`src/rtl/if_trace_buffer_if.sv`:
```
// Bundle of capture-side, drain-side and status signals for the IF trace buffer.
// The master modport is the surrounding trace unit plus consumer; the slave is the buffer.
interface if_trace_buffer_if #(
  parameter int DATA_WIDTH        = 32,
  parameter int TRACE_BUFFER_SIZE = 128,
  parameter int DROP_COUNT_WIDTH  = 16
);
  localparam int OCC_WIDTH = $clog2(TRACE_BUFFER_SIZE) + 1;

  typedef logic [DATA_WIDTH-1:0] trace_output;

  logic                        trace_enable;
  logic                        if_data_ready;
  trace_output                 if_data_i;
  logic                        out_valid;
  logic                        out_ready;
  trace_output                 out_data;
  logic [OCC_WIDTH-1:0]        occupancy;
  logic                        empty;
  logic                        full;
  logic                        almost_full;
  logic                        overflow;
  logic [DROP_COUNT_WIDTH-1:0] drop_count;
  logic                        clear_status;

  modport master (
    output trace_enable, if_data_ready, if_data_i, out_ready, clear_status,
    input  out_valid, out_data, occupancy, empty, full, almost_full, overflow, drop_count
  );

  modport slave (
    input  trace_enable, if_data_ready, if_data_i, out_ready, clear_status,
    output out_valid, out_data, occupancy, empty, full, almost_full, overflow, drop_count
  );
endinterface

```
`src/rtl/if_trace_buffer.sv`:
```
// First-word-fall-through trace FIFO behind the IF tracker; the tracker cannot be
// stalled, so records arriving while full are dropped, counted and flagged.
module if_trace_buffer #(
  parameter int TRACE_BUFFER_SIZE     = 128,
  parameter int ALMOST_FULL_THRESHOLD = 120,
  parameter int DROP_COUNT_WIDTH      = 16,
  parameter int DATA_WIDTH            = 32
) (
  input  logic               clk,
  input  logic               rst,
  if_trace_buffer_if.slave   bus
);
  localparam int AW = $clog2(TRACE_BUFFER_SIZE);
  localparam int PW = AW + 1;
  localparam logic [PW-1:0] SIZE_C = PW'(TRACE_BUFFER_SIZE);
  localparam logic [PW-1:0] AF_C   = PW'(ALMOST_FULL_THRESHOLD);
  localparam logic [DROP_COUNT_WIDTH-1:0] DROP_MAX = '1;

  logic [DATA_WIDTH-1:0]       mem [TRACE_BUFFER_SIZE];

  logic [PW-1:0]               wrPtr_q, wrPtr_d;
  logic [PW-1:0]               rdPtr_q, rdPtr_d;
  logic [PW-1:0]               occ_q, occ_d;
  logic                        empty_q, empty_d;
  logic                        full_q, full_d;
  logic                        almostFull_q, almostFull_d;
  logic                        overflow_q, overflow_d;
  logic [DROP_COUNT_WIDTH-1:0] dropCount_q, dropCount_d;

  logic                        strobe;
  logic                        push;
  logic                        pop;
  logic                        drop;

  // A pop frees a slot in the same cycle, so a full buffer still accepts a record then.
  always_comb begin
    strobe = bus.if_data_ready && bus.trace_enable;
    pop    = !empty_q && bus.out_ready;
    push   = strobe && (!full_q || pop);
    drop   = strobe && full_q && !pop;
  end

  always_comb begin
    wrPtr_d = wrPtr_q;
    rdPtr_d = rdPtr_q;
    occ_d   = occ_q;

    if (push) begin
      wrPtr_d = wrPtr_q + PW'(1);
    end
    if (pop) begin
      rdPtr_d = rdPtr_q + PW'(1);
    end

    case ({push, pop})
      2'b10:   occ_d = occ_q + PW'(1);
      2'b01:   occ_d = occ_q - PW'(1);
      default: occ_d = occ_q;
    endcase

    empty_d      = (occ_d == '0);
    full_d       = (occ_d == SIZE_C);
    almostFull_d = (occ_d >= AF_C);
  end

  // Clear is applied first so that a drop in the same cycle is still recorded.
  always_comb begin
    overflow_d  = overflow_q;
    dropCount_d = dropCount_q;

    if (bus.clear_status) begin
      overflow_d  = 1'b0;
      dropCount_d = '0;
    end

    if (drop) begin
      overflow_d = 1'b1;
      if (dropCount_d != DROP_MAX) begin
        dropCount_d = dropCount_d + 1'b1;
      end
    end
  end

  always_ff @(posedge clk or negedge rst) begin
    if (!rst) begin
      wrPtr_q      <= '0;
      rdPtr_q      <= '0;
      occ_q        <= '0;
      empty_q      <= 1'b1;
      full_q       <= 1'b0;
      almostFull_q <= 1'b0;
      overflow_q   <= 1'b0;
      dropCount_q  <= '0;
    end else begin
      wrPtr_q      <= wrPtr_d;
      rdPtr_q      <= rdPtr_d;
      occ_q        <= occ_d;
      empty_q      <= empty_d;
      full_q       <= full_d;
      almostFull_q <= almostFull_d;
      overflow_q   <= overflow_d;
      dropCount_q  <= dropCount_d;
    end
  end

  // Storage carries no reset; stale contents are hidden behind out_valid.
  always_ff @(posedge clk) begin
    if (push) begin
      mem[wrPtr_q[AW-1:0]] <= bus.if_data_i;
    end
  end

  assign bus.out_valid   = !empty_q;
  assign bus.out_data    = mem[rdPtr_q[AW-1:0]];
  assign bus.occupancy   = occ_q;
  assign bus.empty       = empty_q;
  assign bus.full        = full_q;
  assign bus.almost_full = almostFull_q;
  assign bus.overflow    = overflow_q;
  assign bus.drop_count  = dropCount_q;

endmodule

```
`src/flat_wrapper.sv`:
```
// flat-port wrapper written by rule: the top's interface ports become plain ports
module if_trace_buffer_flat 
#(
  parameter int TRACE_BUFFER_SIZE     = 128,
  parameter int ALMOST_FULL_THRESHOLD = 120,
  parameter int DROP_COUNT_WIDTH      = 16,
  parameter int DATA_WIDTH            = 32
)
  (clk, rst, bus_trace_enable, bus_if_data_ready, bus_if_data_i, bus_out_ready, bus_clear_status, bus_out_valid, bus_out_data, bus_occupancy, bus_empty, bus_full, bus_almost_full, bus_overflow, bus_drop_count);
  if_trace_buffer_if #(.DATA_WIDTH(DATA_WIDTH), .TRACE_BUFFER_SIZE(TRACE_BUFFER_SIZE), .DROP_COUNT_WIDTH(DROP_COUNT_WIDTH)) bus_i ();
  input  logic clk;
  input  logic rst;
  input wire logic [$bits(bus_i.trace_enable)-1:0] bus_trace_enable;
  input wire logic [$bits(bus_i.if_data_ready)-1:0] bus_if_data_ready;
  input wire logic [$bits(bus_i.if_data_i)-1:0] bus_if_data_i;
  input wire logic [$bits(bus_i.out_ready)-1:0] bus_out_ready;
  input wire logic [$bits(bus_i.clear_status)-1:0] bus_clear_status;
  output wire logic [$bits(bus_i.out_valid)-1:0] bus_out_valid;
  output wire logic [$bits(bus_i.out_data)-1:0] bus_out_data;
  output wire logic [$bits(bus_i.occupancy)-1:0] bus_occupancy;
  output wire logic [$bits(bus_i.empty)-1:0] bus_empty;
  output wire logic [$bits(bus_i.full)-1:0] bus_full;
  output wire logic [$bits(bus_i.almost_full)-1:0] bus_almost_full;
  output wire logic [$bits(bus_i.overflow)-1:0] bus_overflow;
  output wire logic [$bits(bus_i.drop_count)-1:0] bus_drop_count;
  assign bus_i.trace_enable = bus_trace_enable;
  assign bus_i.if_data_ready = bus_if_data_ready;
  assign bus_i.if_data_i = bus_if_data_i;
  assign bus_i.out_ready = bus_out_ready;
  assign bus_i.clear_status = bus_clear_status;
  assign bus_out_valid = bus_i.out_valid;
  assign bus_out_data = bus_i.out_data;
  assign bus_occupancy = bus_i.occupancy;
  assign bus_empty = bus_i.empty;
  assign bus_full = bus_i.full;
  assign bus_almost_full = bus_i.almost_full;
  assign bus_overflow = bus_i.overflow;
  assign bus_drop_count = bus_i.drop_count;
  if_trace_buffer #(.TRACE_BUFFER_SIZE(TRACE_BUFFER_SIZE), .ALMOST_FULL_THRESHOLD(ALMOST_FULL_THRESHOLD), .DROP_COUNT_WIDTH(DROP_COUNT_WIDTH), .DATA_WIDTH(DATA_WIDTH)) u_core (.clk(clk), .rst(rst), .bus(bus_i));
endmodule
```
`config.mk`:
```
export PLATFORM = sky130hd
export DESIGN_NAME = if_trace_buffer_flat
export DESIGN_NICKNAME = d
export VERILOG_FILES = /design/src/rtl/if_trace_buffer_if.sv /design/src/rtl/if_trace_buffer.sv /design/src/flat_wrapper.sv
export SDC_FILE = /design/constraint.sdc
export NUM_CORES = 2
export LEC_CHECK = 0
export BUFFER_PORTS_ARGS = -buffer_cell sky130_fd_sc_hd__buf_2
export CAP_MARGIN = 15
export CORE_ASPECT_RATIO = 0.7
export CORE_MARGIN = 8
export CORE_UTILIZATION = 35
export CTS_CLUSTER_SIZE = 20
export DETAILED_ROUTE_END_ITERATION = 10
export MAX_ROUTING_LAYER = met4
export PLACE_DENSITY = 0.5
export SETUP_SLACK_MARGIN = 0.1
export SYNTH_ARGS = -nofsm -noshare
export SYNTH_HDL_FRONTEND = slang
export SYNTH_SLANG_ARGS = --single-unit
```
`constraint.sdc`:
```
create_clock -name clk -period 3.9 [get_ports clk]
set_clock_uncertainty 0.1 [all_clocks]
set_input_delay 0.975 -clock clk [delete_from_list [all_inputs] [get_ports clk]]
set_output_delay 0.975 -clock clk [all_outputs]
set_load 0.05 [all_outputs]
```
==> flow_summary_export.csv <==
group,metric,value,unit
sta,min_period_over_period,138,%
pwr,power.switching_fraction,33.9,%
drt,drt-initial-drc-count,12700,
worst_setup_path,criticalPathCategory,"register to output port",
floorplan,die_area,475000,um^2
pwr,internal_power,97000,uW
pwr,p_per_area,748,nW/um^2
drt,via_count,84700,
worst_hold_path,holdPathStages,2,
yosys,yosysSeqAreaShare,78.3,%
clocking,cts_tree,"yes",
final_layout,multi_input_area,35200,um^2
worst_setup_path,cp.required,2.82,ns
global_routing,grt_overflow,0,
pwr,pwr-share-seq,33.9,%
sta,setup_viol,32,
pwr,combPwrFrac,40.2,%
global_routing,grt_max_degree,129,
global_routing,antenna_found_initial,44,
worst_setup_path,worstPathMaxFanout,9,
yosys,ys_async_sr_fraction,1.01,%
floorplan,rows,206,
clocking,htree_levels,5,
sta,worst_slack,-1.47,ns
clocking,clock-sinks,4138,
final_layout,syn_to_final_growth,23.9,%
placed_design,dp.cells,14100,
drt,postRouteAntennaNets,0,
final_layout,fin_nets,8707,
yosys,yosysMostFrequentCell,"edfxtp_1",
pwr,power.switching,49800,uW
final_layout,final-seq-area,124000,um^2
pwr,finalPower,147000,uW
outcome,violations,"negative setup slack",
yosys,synth_cells,7235,
clocking,cts-root-buf,"clkbuf_16",
yosys,yosysUniqueCellTypes,75,
yosys,synth_top_area_cell,"edfxtp_1",
floorplan,die_h,579,um
sta,hold_violations,0,
final_layout,fillers,38500,
sta,rsz0062_at_grt,"yes",
sta,holdWs,0.291,ns
yosys,synth-seq-cells,4138,
sta,tns,-42.47,ns
drt,route.final.wire_length,520000,um
drt,drc,0,
yosys,avgSynthCellArea,21.9,um^2
worst_hold_path,hp-class,"primary input to register",
worst_setup_path,setup.worst_path.end_class,"output port",
yosys,synth_edf_count,4096,
placed_design,dpl.hpwl,326000,um
yosys,syn_area,158000,um^2
placed_design,post-place-ws,-1.38,ns
worst_setup_path,worstRegToRegCells,12,
pwr,peakVddDrop,0.805,mV
global_routing,grt_use_total,22.0,%
yosys,synthFlopType,"edfxtp_1",
drt,routedWlPerCell,34.6,um
worst_setup_path,cp_data_arrival_time,4.30,ns
sta,period_minus_slack,5.37,ns
yosys,synthesis.nets,7279,
clocking,clkLatencyLatePin,0.97,ns
floorplan,core_area,450000,um^2
pwr,p_leak,0.0629,uW
drt,via_per_inst,5.64,
pwr,p_clk_share,25.9,%
sta,drv_slew,0,
worst_setup_path,crit_path_start_kind,"register",
clocking,cts_made_buffers,396,
global_routing,grt_pass1_wl,704000,um
floorplan,die_x,820,um
final_layout,fin_cells,15000,
job,drv_cap,0,
sta,relSlewSlack,23.3,%
floorplan,start_util,35.2,%
sta,worst_pin_slew,1.15,ns
yosys,synth_warnings,0,
yosys,synth_top_area_share,77.7,%
global_routing,first_global_vias,82200,
drt,first_pass_iters,6,
sta,max_freq,186,MHz
placed_design,place_congestion,0.828,
floorplan,ios,99,
yosys,yosys-top-cells-count,"edfxtp_1 (4096), mux4_2 (845), mux2i_1 (460)",
final_layout,drive_gt1_share,36.4,%
clocking,cts.clk_slew.worst_paths,0.06,ns
outcome,status,"finished, violations left",
placed_design,portBuffers,98,
clocking,ctsLongestPathBuffers,4,
yosys,yosys-top-cells-area,"edfxtp_1 (78%), mux4_2 (12%), mux2i_1 (2.9%)",
power groups by stage:
stage	logic, uW	clock network [uW]	registers (uW)
global route	60900	40300	49800
CTS	56600	38700	49700
finish	59000	38100	49800
global placement	51400	0	50700
floorplan	23200	0	50600
detailed placement	51500	0	50700
cell usage in the layout (no fill, tap or decap), types with 20 or more instances in the layout:
master     Yosys  routed
edfxtp_1    4096    4096
buf_4         39     878
mux4_2       845     845
mux2i_1      460     448
clkbuf_16      0     408
buf_12         0     365
a22oi_1      220     172
nand2_1      173     159
nor2_4         0     143
a21oi_1      124     102
clkinv_1       2      93
buf_6         33      92
o22ai_1       98      89
clkbuf_1     168      80
nand3_1       86      78
clkinv_2       0      68
a22oi_2        0      48
buf_8          0      39
o221ai_1      36      35
buf_2        145      35
nor2_1       178      34
dfrtp_1       41      34
bufinv_16      0      32
a22o_1        36      30
buf_16         0      29
o211ai_1      28      28
a2111oi_4      0      23
a2111oi_2      7      21
a211oi_2       1      20
critical path, cell delays in order (launching register included):
cell and delay (ns):
dfrtp_4 0.51, buf_12 0.13, buf_16 0.16, buf_8 0.19, buf_12 0.16, mux4_2 0.52, a221oi_2 0.24, o21ai_1 0.12
buf_4 0.18, a211oi_4 0.62, buf_6 0.20, a31oi_4 0.05, buf_6 0.18
repair_timing:
item | 4_1_cts | 5_1_grt
buffers inserted | 77 | 93
resized for setup | 420 | 225
pin swaps | 62 | 85
hold buffers | 1 | 0
gates cloned | 13 | 2
hold endpoints to repair | 24 | 0
endpoints found under the setup margin | 32 | 32
final timing paths:
kind                                                     from                                   to  slack (ns)
worst max-delay path            u_core.rdPtr_q[0]$_DFFE_PN0P_                     bus_out_data[17]       -1.47
worst min-delay path                         bus_clear_status   u_core.bus.drop_count[5]$_DFF_PN0_        0.29
min in group asynchronous                                 rst     u_core.bus.almost_full$_DFF_PN0_        0.52
max in group asynchronous                                 rst  u_core.bus.drop_count[15]$_DFF_PN0_        2.43
worst min register to register  u_core.wrPtr_q[2]$_DFFE_PN0P_        u_core.wrPtr_q[2]$_DFFE_PN0P_        0.40
worst max register to register     u_core.bus.empty$_DFF_PN1_            u_core.bus.full$_DFF_PN0_        0.67
registers in the layout (all words and copies together) (netlist names):
signal                  cells
u_core.bus.full             1
u_core.bus.overflow         1
u_core.rdPtr_q              7
u_core.bus.almost_full      1
u_core.wrPtr_q              7
u_core.bus.empty            1
u_core.mem               4096
u_core.bus.drop_count      16
u_core.bus.occupancy        8
metal layers:
layer,share of wire [%],track usage [%],vias to the layer above
met2,44,31.5,4065
met4,2.0,4.20,0
met1,44,33.0,46500
li1,-,-,33700
met3,9.8,3.94,528
met5,0,-,-
cell type report:
type,instances,share of cell area [%]
Clock inverter,220,0.976
Timing Repair Buffer,1450,8.57
Sequential cell,4138,63.2
Multi-Input combinational cell,2662,17.9
Clock buffer,494,5.37
Tap cell,6032,3.85
Antenna cell,19,0.0242
Inverter,15,0.0312
stage by stage:
step | util (%) | cell area [um^2]
finish | 43.6 | 196000
global route | 43.6 | 196000
CTS | 43.1 | 194000
detailed placement | 39.7 | 179000
global placement | 39.7 | 179000
floorplan | - | 158000
logic make-up after synthesis:
logic type / synth area share [%]
DFF: 78.3
muxes: 14.9
AOI/OAI and AO/OA: 3.49
and+or+nand+nor: 1.59
buffers and inverters: 1.39
xor gates and xnor gates: 0.186
adders and majority gates: 0.0474
No activity file was read; power rests on OpenSTA's default activity.
